==> src/rtl/csr_pkg.sv <==
// Shared definitions for the LoongArch32 CSR file: CSR indices, exception codes,
// field bit positions, writable-bit masks and the masked-write helper.
package csr_pkg;

    localparam logic [13:0] CSR_CRMD   = 14'h0000;
    localparam logic [13:0] CSR_PRMD   = 14'h0001;
    localparam logic [13:0] CSR_ECFG   = 14'h0004;
    localparam logic [13:0] CSR_ESTAT  = 14'h0005;
    localparam logic [13:0] CSR_ERA    = 14'h0006;
    localparam logic [13:0] CSR_BADV   = 14'h0007;
    localparam logic [13:0] CSR_EENTRY = 14'h000C;
    localparam logic [13:0] CSR_SAVE0  = 14'h0030;
    localparam logic [13:0] CSR_SAVE1  = 14'h0031;
    localparam logic [13:0] CSR_SAVE2  = 14'h0032;
    localparam logic [13:0] CSR_SAVE3  = 14'h0033;
    localparam logic [13:0] CSR_TID    = 14'h0040;
    localparam logic [13:0] CSR_TCFG   = 14'h0041;
    localparam logic [13:0] CSR_TVAL   = 14'h0042;
    localparam logic [13:0] CSR_TICLR  = 14'h0044;

    localparam logic [5:0] ECODE_INT  = 6'h00;
    localparam logic [5:0] ECODE_ADEF = 6'h08;
    localparam logic [5:0] ECODE_ALE  = 6'h09;
    localparam logic [5:0] ECODE_SYS  = 6'h0B;
    localparam logic [5:0] ECODE_BRK  = 6'h0C;
    localparam logic [5:0] ECODE_INE  = 6'h0D;

    localparam int unsigned CRMD_PLV_LO    = 32'd0;
    localparam int unsigned CRMD_IE        = 32'd2;
    localparam int unsigned CRMD_DA        = 32'd3;
    localparam int unsigned PRMD_PPLV_LO   = 32'd0;
    localparam int unsigned PRMD_PIE       = 32'd2;
    localparam int unsigned ESTAT_IS_HW_LO = 32'd2;
    localparam int unsigned ESTAT_IS_RSV   = 32'd10;
    localparam int unsigned ESTAT_IS_TI    = 32'd11;
    localparam int unsigned ESTAT_IS_IPI   = 32'd12;
    localparam int unsigned ESTAT_ECODE_LO = 32'd16;
    localparam int unsigned ESTAT_ESUB_LO  = 32'd22;
    localparam int unsigned TCFG_EN        = 32'd0;
    localparam int unsigned TCFG_PERIODIC  = 32'd1;
    localparam int unsigned TCFG_INITV_LO  = 32'd2;

    localparam logic [31:0] CRMD_WMASK   = 32'h0000_01FF;
    localparam logic [31:0] PRMD_WMASK   = 32'h0000_0007;
    localparam logic [31:0] ECFG_WMASK   = 32'h0000_1BFF;
    localparam logic [31:0] ESTAT_WMASK  = 32'h0000_0003;
    localparam logic [31:0] EENTRY_WMASK = 32'hFFFF_FFC0;
    localparam logic [31:0] CRMD_RST     = 32'h0000_0008;

    // Which single event owns the register file this cycle.
    typedef enum logic [1:0] {
        EVT_NONE  = 2'd0,
        EVT_WRITE = 2'd1,
        EVT_ERTN  = 2'd2,
        EVT_EX    = 2'd3
    } csr_evt_e;

    function automatic logic [31:0] csr_merge(input logic [31:0] old_v,
                                              input logic [31:0] mask_v,
                                              input logic [31:0] new_v);
        return (old_v & ~mask_v) | (new_v & mask_v);
    endfunction

endpackage

==> src/rtl/csr_timer.sv <==
// Constant timer: TID/TCFG/TVAL state, the enable flag and the one-cycle fire
// pulse that sets ESTAT.IS[11] in the parent.
module csr_timer
    import csr_pkg::*;
(
    input  logic        clk,
    input  logic        resetn,
    input  logic        we_i,
    input  logic [13:0] num_i,
    input  logic [31:0] wmask_i,
    input  logic [31:0] wvalue_i,
    output logic [31:0] tid_o,
    output logic [31:0] tcfg_o,
    output logic [31:0] tval_o,
    output logic        fire_o
);

    logic [31:0] tid_q, tid_d;
    logic [31:0] tcfg_q, tcfg_d;
    logic [31:0] tval_q, tval_d;
    logic        en_q, en_d;
    logic        fire_s;

    // Next-state: a TCFG write restarts the count and overrides this cycle's tick.
    always_comb begin
        tid_d  = tid_q;
        tcfg_d = tcfg_q;
        tval_d = tval_q;
        en_d   = en_q;
        fire_s = 1'b0;
        if (we_i && (num_i == CSR_TID)) begin
            tid_d = csr_merge(tid_q, wmask_i, wvalue_i);
        end else begin
            tid_d = tid_q;
        end
        if (we_i && (num_i == CSR_TCFG)) begin
            tcfg_d = csr_merge(tcfg_q, wmask_i, wvalue_i);
            tval_d = {tcfg_d[31:TCFG_INITV_LO], 2'b00};
            en_d   = tcfg_d[TCFG_EN];
        end else if (en_q) begin
            if (tval_q != 32'd0) begin
                tval_d = tval_q - 32'd1;
            end else begin
                fire_s = 1'b1;
                if (tcfg_q[TCFG_PERIODIC]) begin
                    tval_d = {tcfg_q[31:TCFG_INITV_LO], 2'b00};
                end else begin
                    en_d = 1'b0;
                end
            end
        end else begin
            tval_d = tval_q;
        end
    end

    // Timer state registers.
    always_ff @(posedge clk) begin
        if (!resetn) begin
            tid_q  <= 32'd0;
            tcfg_q <= 32'd0;
            tval_q <= 32'd0;
            en_q   <= 1'b0;
        end else begin
            tid_q  <= tid_d;
            tcfg_q <= tcfg_d;
            tval_q <= tval_d;
            en_q   <= en_d;
        end
    end

    assign tid_o  = tid_q;
    assign tcfg_o = tcfg_q;
    assign tval_o = tval_q;
    assign fire_o = fire_s;

endmodule

==> src/rtl/csr_file.sv <==
// LoongArch32 CSR file serving the writeback stage. Define CSR_TIMER_EN to
// build in the constant timer (TID/TCFG/TVAL/TICLR, ESTAT.IS[11]).
module csr_file
    import csr_pkg::*;
(
    input  logic        clk,
    input  logic        resetn,
    input  logic        csr_re,
    input  logic [13:0] csr_num,
    input  logic        csr_we,
    input  logic [31:0] csr_wmask,
    input  logic [31:0] csr_wvalue,
    input  logic        ertn_flush,
    input  logic        ws_ex,
    input  logic [31:0] ws_pc,
    input  logic [31:0] ws_vaddr,
    input  logic [5:0]  ws_ecode,
    input  logic [8:0]  ws_esubcode,
    input  logic [7:0]  hw_int_in,
    input  logic        ipi_int_in,
    output logic [31:0] csr_rvalue,
    output logic [31:0] ex_entry,
    output logic [31:0] ertn_pc,
    output logic        has_int
);

    logic [31:0] crmd_q, crmd_d;
    logic [31:0] prmd_q, prmd_d;
    logic [31:0] ecfg_q, ecfg_d;
    logic [31:0] estat_q, estat_d;
    logic [31:0] era_q, era_d;
    logic [31:0] badv_q, badv_d;
    logic [31:0] eentry_q, eentry_d;
    logic [31:0] save_q [0:3];
    logic [31:0] save_d [0:3];
    csr_evt_e    evt_s;
    logic        we_s;
    logic        ti_d;
    logic        unused_s;

    // Read strobe is informational only; read data is always driven.
    assign unused_s = csr_re;

    // Exception beats ertn beats a CSR write; losers are dropped for the cycle.
    always_comb begin
        if (ws_ex) begin
            evt_s = EVT_EX;
        end else if (ertn_flush) begin
            evt_s = EVT_ERTN;
        end else if (csr_we) begin
            evt_s = EVT_WRITE;
        end else begin
            evt_s = EVT_NONE;
        end
    end

    assign we_s = (evt_s == EVT_WRITE);

`ifdef CSR_TIMER_EN
    logic [31:0] tid_s, tcfg_s, tval_s;
    logic        ti_fire_s;
    logic        ticlr_s;

    csr_timer u_timer (
        .clk      (clk),
        .resetn   (resetn),
        .we_i     (we_s),
        .num_i    (csr_num),
        .wmask_i  (csr_wmask),
        .wvalue_i (csr_wvalue),
        .tid_o    (tid_s),
        .tcfg_o   (tcfg_s),
        .tval_o   (tval_s),
        .fire_o   (ti_fire_s)
    );

    // Timer interrupt bit: a fire in the same cycle as a TICLR clear wins.
    always_comb begin
        ticlr_s = we_s && (csr_num == CSR_TICLR) && csr_wmask[0] && csr_wvalue[0];
        if (ti_fire_s) begin
            ti_d = 1'b1;
        end else if (ticlr_s) begin
            ti_d = 1'b0;
        end else begin
            ti_d = estat_q[ESTAT_IS_TI];
        end
    end
`else
    assign ti_d = 1'b0;
`endif

    // Next-state for the architectural registers.
    always_comb begin
        crmd_d   = crmd_q;
        prmd_d   = prmd_q;
        ecfg_d   = ecfg_q;
        estat_d  = estat_q;
        era_d    = era_q;
        badv_d   = badv_q;
        eentry_d = eentry_q;
        save_d   = save_q;
        case (evt_s)
            EVT_EX: begin
                prmd_d[PRMD_PPLV_LO +: 2]   = crmd_q[CRMD_PLV_LO +: 2];
                prmd_d[PRMD_PIE]            = crmd_q[CRMD_IE];
                crmd_d[CRMD_PLV_LO +: 2]    = 2'b00;
                crmd_d[CRMD_IE]             = 1'b0;
                era_d                       = ws_pc;
                estat_d[ESTAT_ECODE_LO +: 6] = ws_ecode;
                estat_d[ESTAT_ESUB_LO +: 9]  = ws_esubcode;
                if (ws_ecode == ECODE_ADEF) begin
                    badv_d = ws_pc;
                end else if (ws_ecode == ECODE_ALE) begin
                    badv_d = ws_vaddr;
                end else begin
                    badv_d = badv_q;
                end
            end
            EVT_ERTN: begin
                crmd_d[CRMD_PLV_LO +: 2] = prmd_q[PRMD_PPLV_LO +: 2];
                crmd_d[CRMD_IE]          = prmd_q[PRMD_PIE];
            end
            EVT_WRITE: begin
                case (csr_num)
                    CSR_CRMD:   crmd_d   = csr_merge(crmd_q, csr_wmask & CRMD_WMASK, csr_wvalue);
                    CSR_PRMD:   prmd_d   = csr_merge(prmd_q, csr_wmask & PRMD_WMASK, csr_wvalue);
                    CSR_ECFG:   ecfg_d   = csr_merge(ecfg_q, csr_wmask & ECFG_WMASK, csr_wvalue);
                    CSR_ESTAT:  estat_d  = csr_merge(estat_q, csr_wmask & ESTAT_WMASK, csr_wvalue);
                    CSR_ERA:    era_d    = csr_merge(era_q, csr_wmask, csr_wvalue);
                    CSR_BADV:   badv_d   = csr_merge(badv_q, csr_wmask, csr_wvalue);
                    CSR_EENTRY: eentry_d = csr_merge(eentry_q, csr_wmask & EENTRY_WMASK, csr_wvalue);
                    CSR_SAVE0:  save_d[0] = csr_merge(save_q[0], csr_wmask, csr_wvalue);
                    CSR_SAVE1:  save_d[1] = csr_merge(save_q[1], csr_wmask, csr_wvalue);
                    CSR_SAVE2:  save_d[2] = csr_merge(save_q[2], csr_wmask, csr_wvalue);
                    CSR_SAVE3:  save_d[3] = csr_merge(save_q[3], csr_wmask, csr_wvalue);
                    default:    crmd_d   = crmd_q;
                endcase
            end
            default: crmd_d = crmd_q;
        endcase
        // Interrupt lines are re-sampled every cycle regardless of the event.
        estat_d[ESTAT_IS_HW_LO +: 8] = hw_int_in;
        estat_d[ESTAT_IS_RSV]        = 1'b0;
        estat_d[ESTAT_IS_TI]         = ti_d;
        estat_d[ESTAT_IS_IPI]        = ipi_int_in;
    end

    // Architectural register state.
    always_ff @(posedge clk) begin
        if (!resetn) begin
            crmd_q   <= CRMD_RST;
            prmd_q   <= 32'd0;
            ecfg_q   <= 32'd0;
            estat_q  <= 32'd0;
            era_q    <= 32'd0;
            badv_q   <= 32'd0;
            eentry_q <= 32'd0;
            for (int i = 0; i < 4; i++) begin
                save_q[i] <= 32'd0;
            end
        end else begin
            crmd_q   <= crmd_d;
            prmd_q   <= prmd_d;
            ecfg_q   <= ecfg_d;
            estat_q  <= estat_d;
            era_q    <= era_d;
            badv_q   <= badv_d;
            eentry_q <= eentry_d;
            for (int i = 0; i < 4; i++) begin
                save_q[i] <= save_d[i];
            end
        end
    end

    // Combinational read port over current state.
    always_comb begin
        csr_rvalue = 32'd0;
        case (csr_num)
            CSR_CRMD:   csr_rvalue = crmd_q;
            CSR_PRMD:   csr_rvalue = prmd_q;
            CSR_ECFG:   csr_rvalue = ecfg_q;
            CSR_ESTAT:  csr_rvalue = estat_q;
            CSR_ERA:    csr_rvalue = era_q;
            CSR_BADV:   csr_rvalue = badv_q;
            CSR_EENTRY: csr_rvalue = eentry_q;
            CSR_SAVE0:  csr_rvalue = save_q[0];
            CSR_SAVE1:  csr_rvalue = save_q[1];
            CSR_SAVE2:  csr_rvalue = save_q[2];
            CSR_SAVE3:  csr_rvalue = save_q[3];
`ifdef CSR_TIMER_EN
            CSR_TID:    csr_rvalue = tid_s;
            CSR_TCFG:   csr_rvalue = tcfg_s;
            CSR_TVAL:   csr_rvalue = tval_s;
`endif
            default:    csr_rvalue = 32'd0;
        endcase
    end

    assign ex_entry = eentry_q;
    assign ertn_pc  = era_q;
    assign has_int  = crmd_q[CRMD_IE] & (|(estat_q[12:0] & ecfg_q[12:0]));

endmodule

==> config.mk <==
export PLATFORM = sky130hd
export DESIGN_NAME = csr_file
export DESIGN_NICKNAME = d
export VERILOG_FILES = /design/src/rtl/csr_pkg.sv /design/src/rtl/csr_timer.sv /design/src/rtl/csr_file.sv
export SDC_FILE = /design/constraint.sdc
export NUM_CORES = 1
export LEC_CHECK = 0
export CAP_MARGIN = 25
export CORE_MARGIN = 3
export CORE_UTILIZATION = 52
export CTS_CLUSTER_SIZE = 16
export DETAILED_ROUTE_END_ITERATION = 8
export GPL_ROUTABILITY_DRIVEN = 1
export PLACE_DENSITY_LB_ADDON = 0.1
export SYNTH_ARGS = -nofsm -noshare
export SYNTH_HDL_FRONTEND = slang
export SYNTH_HIERARCHICAL = 1
export SYNTH_SLANG_ARGS = --single-unit
==> constraint.sdc <==
create_clock -name clk -period 3.7 [get_ports clk]
set_clock_uncertainty 0.2 [all_clocks]
set_input_delay 0.555 -clock clk [delete_from_list [all_inputs] [get_ports clk]]
set_output_delay 0.555 -clock clk [all_outputs]
set_load 0.005 [all_outputs]
==> reports/metrics.cfg <==
[worst_setup_path]
criticalPathCategory = input port to primary output
r2r_start = crmd_q[2]$_SDFFE_PN0P_
r2r-end = crmd_q[2]$_SDFFE_PN0P_
cp_slowest_cell = clkdlybuf4s50_1
cp-startpoint = csr_num[12]
r2r_cells = 5
critPathMaxFanout = 7
crit_required_ns = 2.94
path_delay_family = buffers and inverters
cp_num_buf_inv = 5
crit_chain = clkdlybuf4s50_1 > nor2_1 > and4_4 > buf_4 > and2_4 > buf_12 > buf_4 > a221oi_1 > nand3_1 > dlygate4sd2_1
end_kind = primary output
crit_path_max_incr_delay_ns = 0.59
cp_num_cells = 10
cp_common_cell = buf_4
cp-endpoint = csr_rvalue[22]
critPathArrivalTime_ns = 2.91
reg2reg_slack_ns = 2.35
start_kind = input port

[clock_tree]
cts.reportedPaths.clkPinSlew_ns = 0.06
insertion_delay_ns = 0.54
numClockSinks = 268
cts_hold_buf = 0
h-tree-depth = 1
cts_buffers = 29
clockRootBuffer = clkbuf_16
cts_max_path_buffers = 3
cts_tree = built

[routing]
routedWlPerCell_um = 24.0
ant_nets = 0
drt_wl_total_mm = 55.2
vias_per_cell = 6.83
drtIter0Drc = 2309
dr.pass1.iters = 9
drc = 2
num_vias = 15700

[yosys]
synthDistinctLibCells = 56
netlist_area_um2 = 13300
postSynthCellCount = 1659
netlist.area_leader.share_pct = 40.2
yosysSeqAreaShare_pct = 40.2
yosysTopAreaCell = dfxtp_1
synthFlopType = dfxtp_1
ys_async_sr_fraction_pct = 0
avgSynthCellArea_um2 = 8.04
synth_area_leaders = dfxtp_1 (40%), o21ai_0 (13%), a21oi_1 (7.0%)
synth_enable_flop_cells = 0
yosys_warnings = 6
synth-seq-cells = 268

[min_path]
min_path_type = flip-flop to flip-flop

[timing]
slew_viol_final = 0
max_slew.worst_pin.slew_ns = 0.817
min_period_ns = 3.67
worst_slack_ns = 0.0343
min_period_over_period_pct = 99.1
hold_viol_final = 0
clock.fmax_mhz = 273
slew_headroom_pct = 45.4
finalSetupViolCount = 0
finalSetupTns_ns = 0

[global_routing]
grt_max_degree = 96
grt_pass1_vias = 14600
grt_pass1_wl_mm = 83.5
grt_usage_pct = 37.3
gr-total-overflow = 0
antenna_found_initial = 2

[placement]
place_inst = 2208
hpwl_mm = 35.9
gp_congestion = 0.945
place_area_um2 = 16900
pre_cts_ws_ns = -0.281
place.port_buffers = 261

[layout]
synthToLayoutAreaGrowth_pct = 37.8
fill_cells = 1893
postLayoutCellArea_um2 = 18400
drive_gt1_share_pct = 12.8
nNetsFinal = 2127
stdcell_count = 2298

[floorplan]
die_w_um = 166
row_count = 57
io_pins = 269
die_h_um = 166
start_util_pct = 53.9
core_region_area_um2 = 24700
die_area_um2 = 27600

[pwr]
total_power_w = 0.00688
power.density_nw_per_um2 = 374
power.ir.vdd_worst_mv = 0.317
leakage_nw = 6.79

[flow_run]
drv_cap = 0

[status]
outcome = finished with violations
violations = DRC

[layout by cell type (no fill, tap or decap), types with 11 or more instances in the layout]
master,instances
a221oi_1,24
nor3_1,12
dfxtp_1,268
o21ai_0,342
and2_1,13
a22oi_1,28
buf_12,19
a22o_1,11
dlymetal6s2s_1,16
mux2i_1,44
buf_6,14
and3_1,17
dlygate4sd2_1,22
or3_1,104
inv_1,33
a21oi_1,186
a211oi_1,33
a31oi_1,30
nor2_1,55
clkdlybuf4s50_1,219
buf_4,117
a311oi_1,29
clkbuf_16,29
nand3_1,95
a222oi_1,39
nand2_1,48
[through the flow]
stage / hold slack (ns) / utilization, %
finish: 0.268 / 74.3
global route: 0.295 / 74.3
CTS: 0.270 / 73.2
detailed placement: 0.260 / 68.3
global placement: 0.255 / 68.3
floorplan: 0.241 / -
[report_power, final]
| group | switching (W) | internal (W) | leakage (nW) |
|---|---|---|---|
| clock | 0.00121 | 0.00178 | 0.484 |
| combinational | 0.000463 | 0.000377 | 4.13 |
| sequential | 0.0000668 | 0.00298 | 2.18 |
[cell type report]
type | instances | area, um2 | share of cell area, %
flip-flops and latches | 268 | 5370 | 29.2
multi-input cells | 1203 | 7410 | 40.3
inverters | 34 | 133 | 0.722
clock inverters | 11 | 133 | 0.722
well taps | 324 | 405 | 2.21
clock buffers | 41 | 841 | 4.57
diodes | 2 | 5.00 | 0.0272
repair buffers | 415 | 4090 | 22.2
[worst reg2reg max path, delay by kind of cell, from the launching register on]
kind	cells	cell delay, ns
multiplexers	2	0.41
flip-flops	1	0.36
AO/OA/AOI/OAI	1	0.15
AND/OR/NAND/NOR	2	0.11
[logic make-up after synthesis]
kind of cell	synth area share, %
AOI/OAI and AO/OA	32.6
DFF	40.2
muxes	4.32
and+or+nand+nor	16.7
buffers and inverters	5.78
adders and majority gates	0.375
other	0.0281
[how the worst min path moves through the flow]
stage | endpoint | depth (start not counted)
after floorplan | flip-flop | 2
after global placement | flip-flop | 2
after detailed placement | flip-flop | 2
after CTS | flip-flop | 2
after global routing | flip-flop | 2
final | flip-flop | 2
[metal layers]
metal  wire (um)  track usage, %  vias to the layer above
met3        6980            7.74                      220
met4        2730            16.6                        2
met1       21000            50.8                     7391
li1            -               -                     6882
met2       24600            57.4                     1207
met5          13               0                        -
[synthesized netlist by cell type, types with 3 or more instances]
| library cell | number |
|---|---|
| buf_2 | 8 |
| buf_1 | 6 |
| a311oi_1 | 29 |
| nand2b_1 | 3 |
| a22oi_1 | 28 |
| or3_1 | 104 |
| a211oi_1 | 33 |
| a222oi_1 | 39 |
| or4bb_1 | 3 |
| a21oi_1 | 186 |
| buf_4 | 9 |
| mux2i_1 | 44 |
| ha_1 | 4 |
| a22o_1 | 11 |
| a221oi_1 | 24 |
| nand4_1 | 7 |
| or2_2 | 3 |
| mux2_2 | 6 |
| nor2b_1 | 3 |
| nor4_1 | 6 |
| clkbuf_1 | 134 |
| mux4_2 | 3 |
| dfxtp_1 | 268 |
| nand2_1 | 51 |
| nor4_2 | 4 |
| nor2_1 | 57 |
| nand3_1 | 96 |
| and4_1 | 3 |
| a31oi_1 | 31 |
| inv_1 | 33 |
| and3_1 | 18 |
| and2_1 | 17 |
| o21ai_0 | 342 |
| nor3_1 | 15 |
[what timing repair did]
action | 4_1_cts | 5_1_grt
resized for setup | 56 | 46
setup buffers | 17 | 17
cloned | 2 | 0
endpoints found under the setup margin | 32 | 26
endpoints found under the hold margin | 0 | 0
pin swaps | 6 | 12
Note: power is estimated with default switching activity, not from simulation.
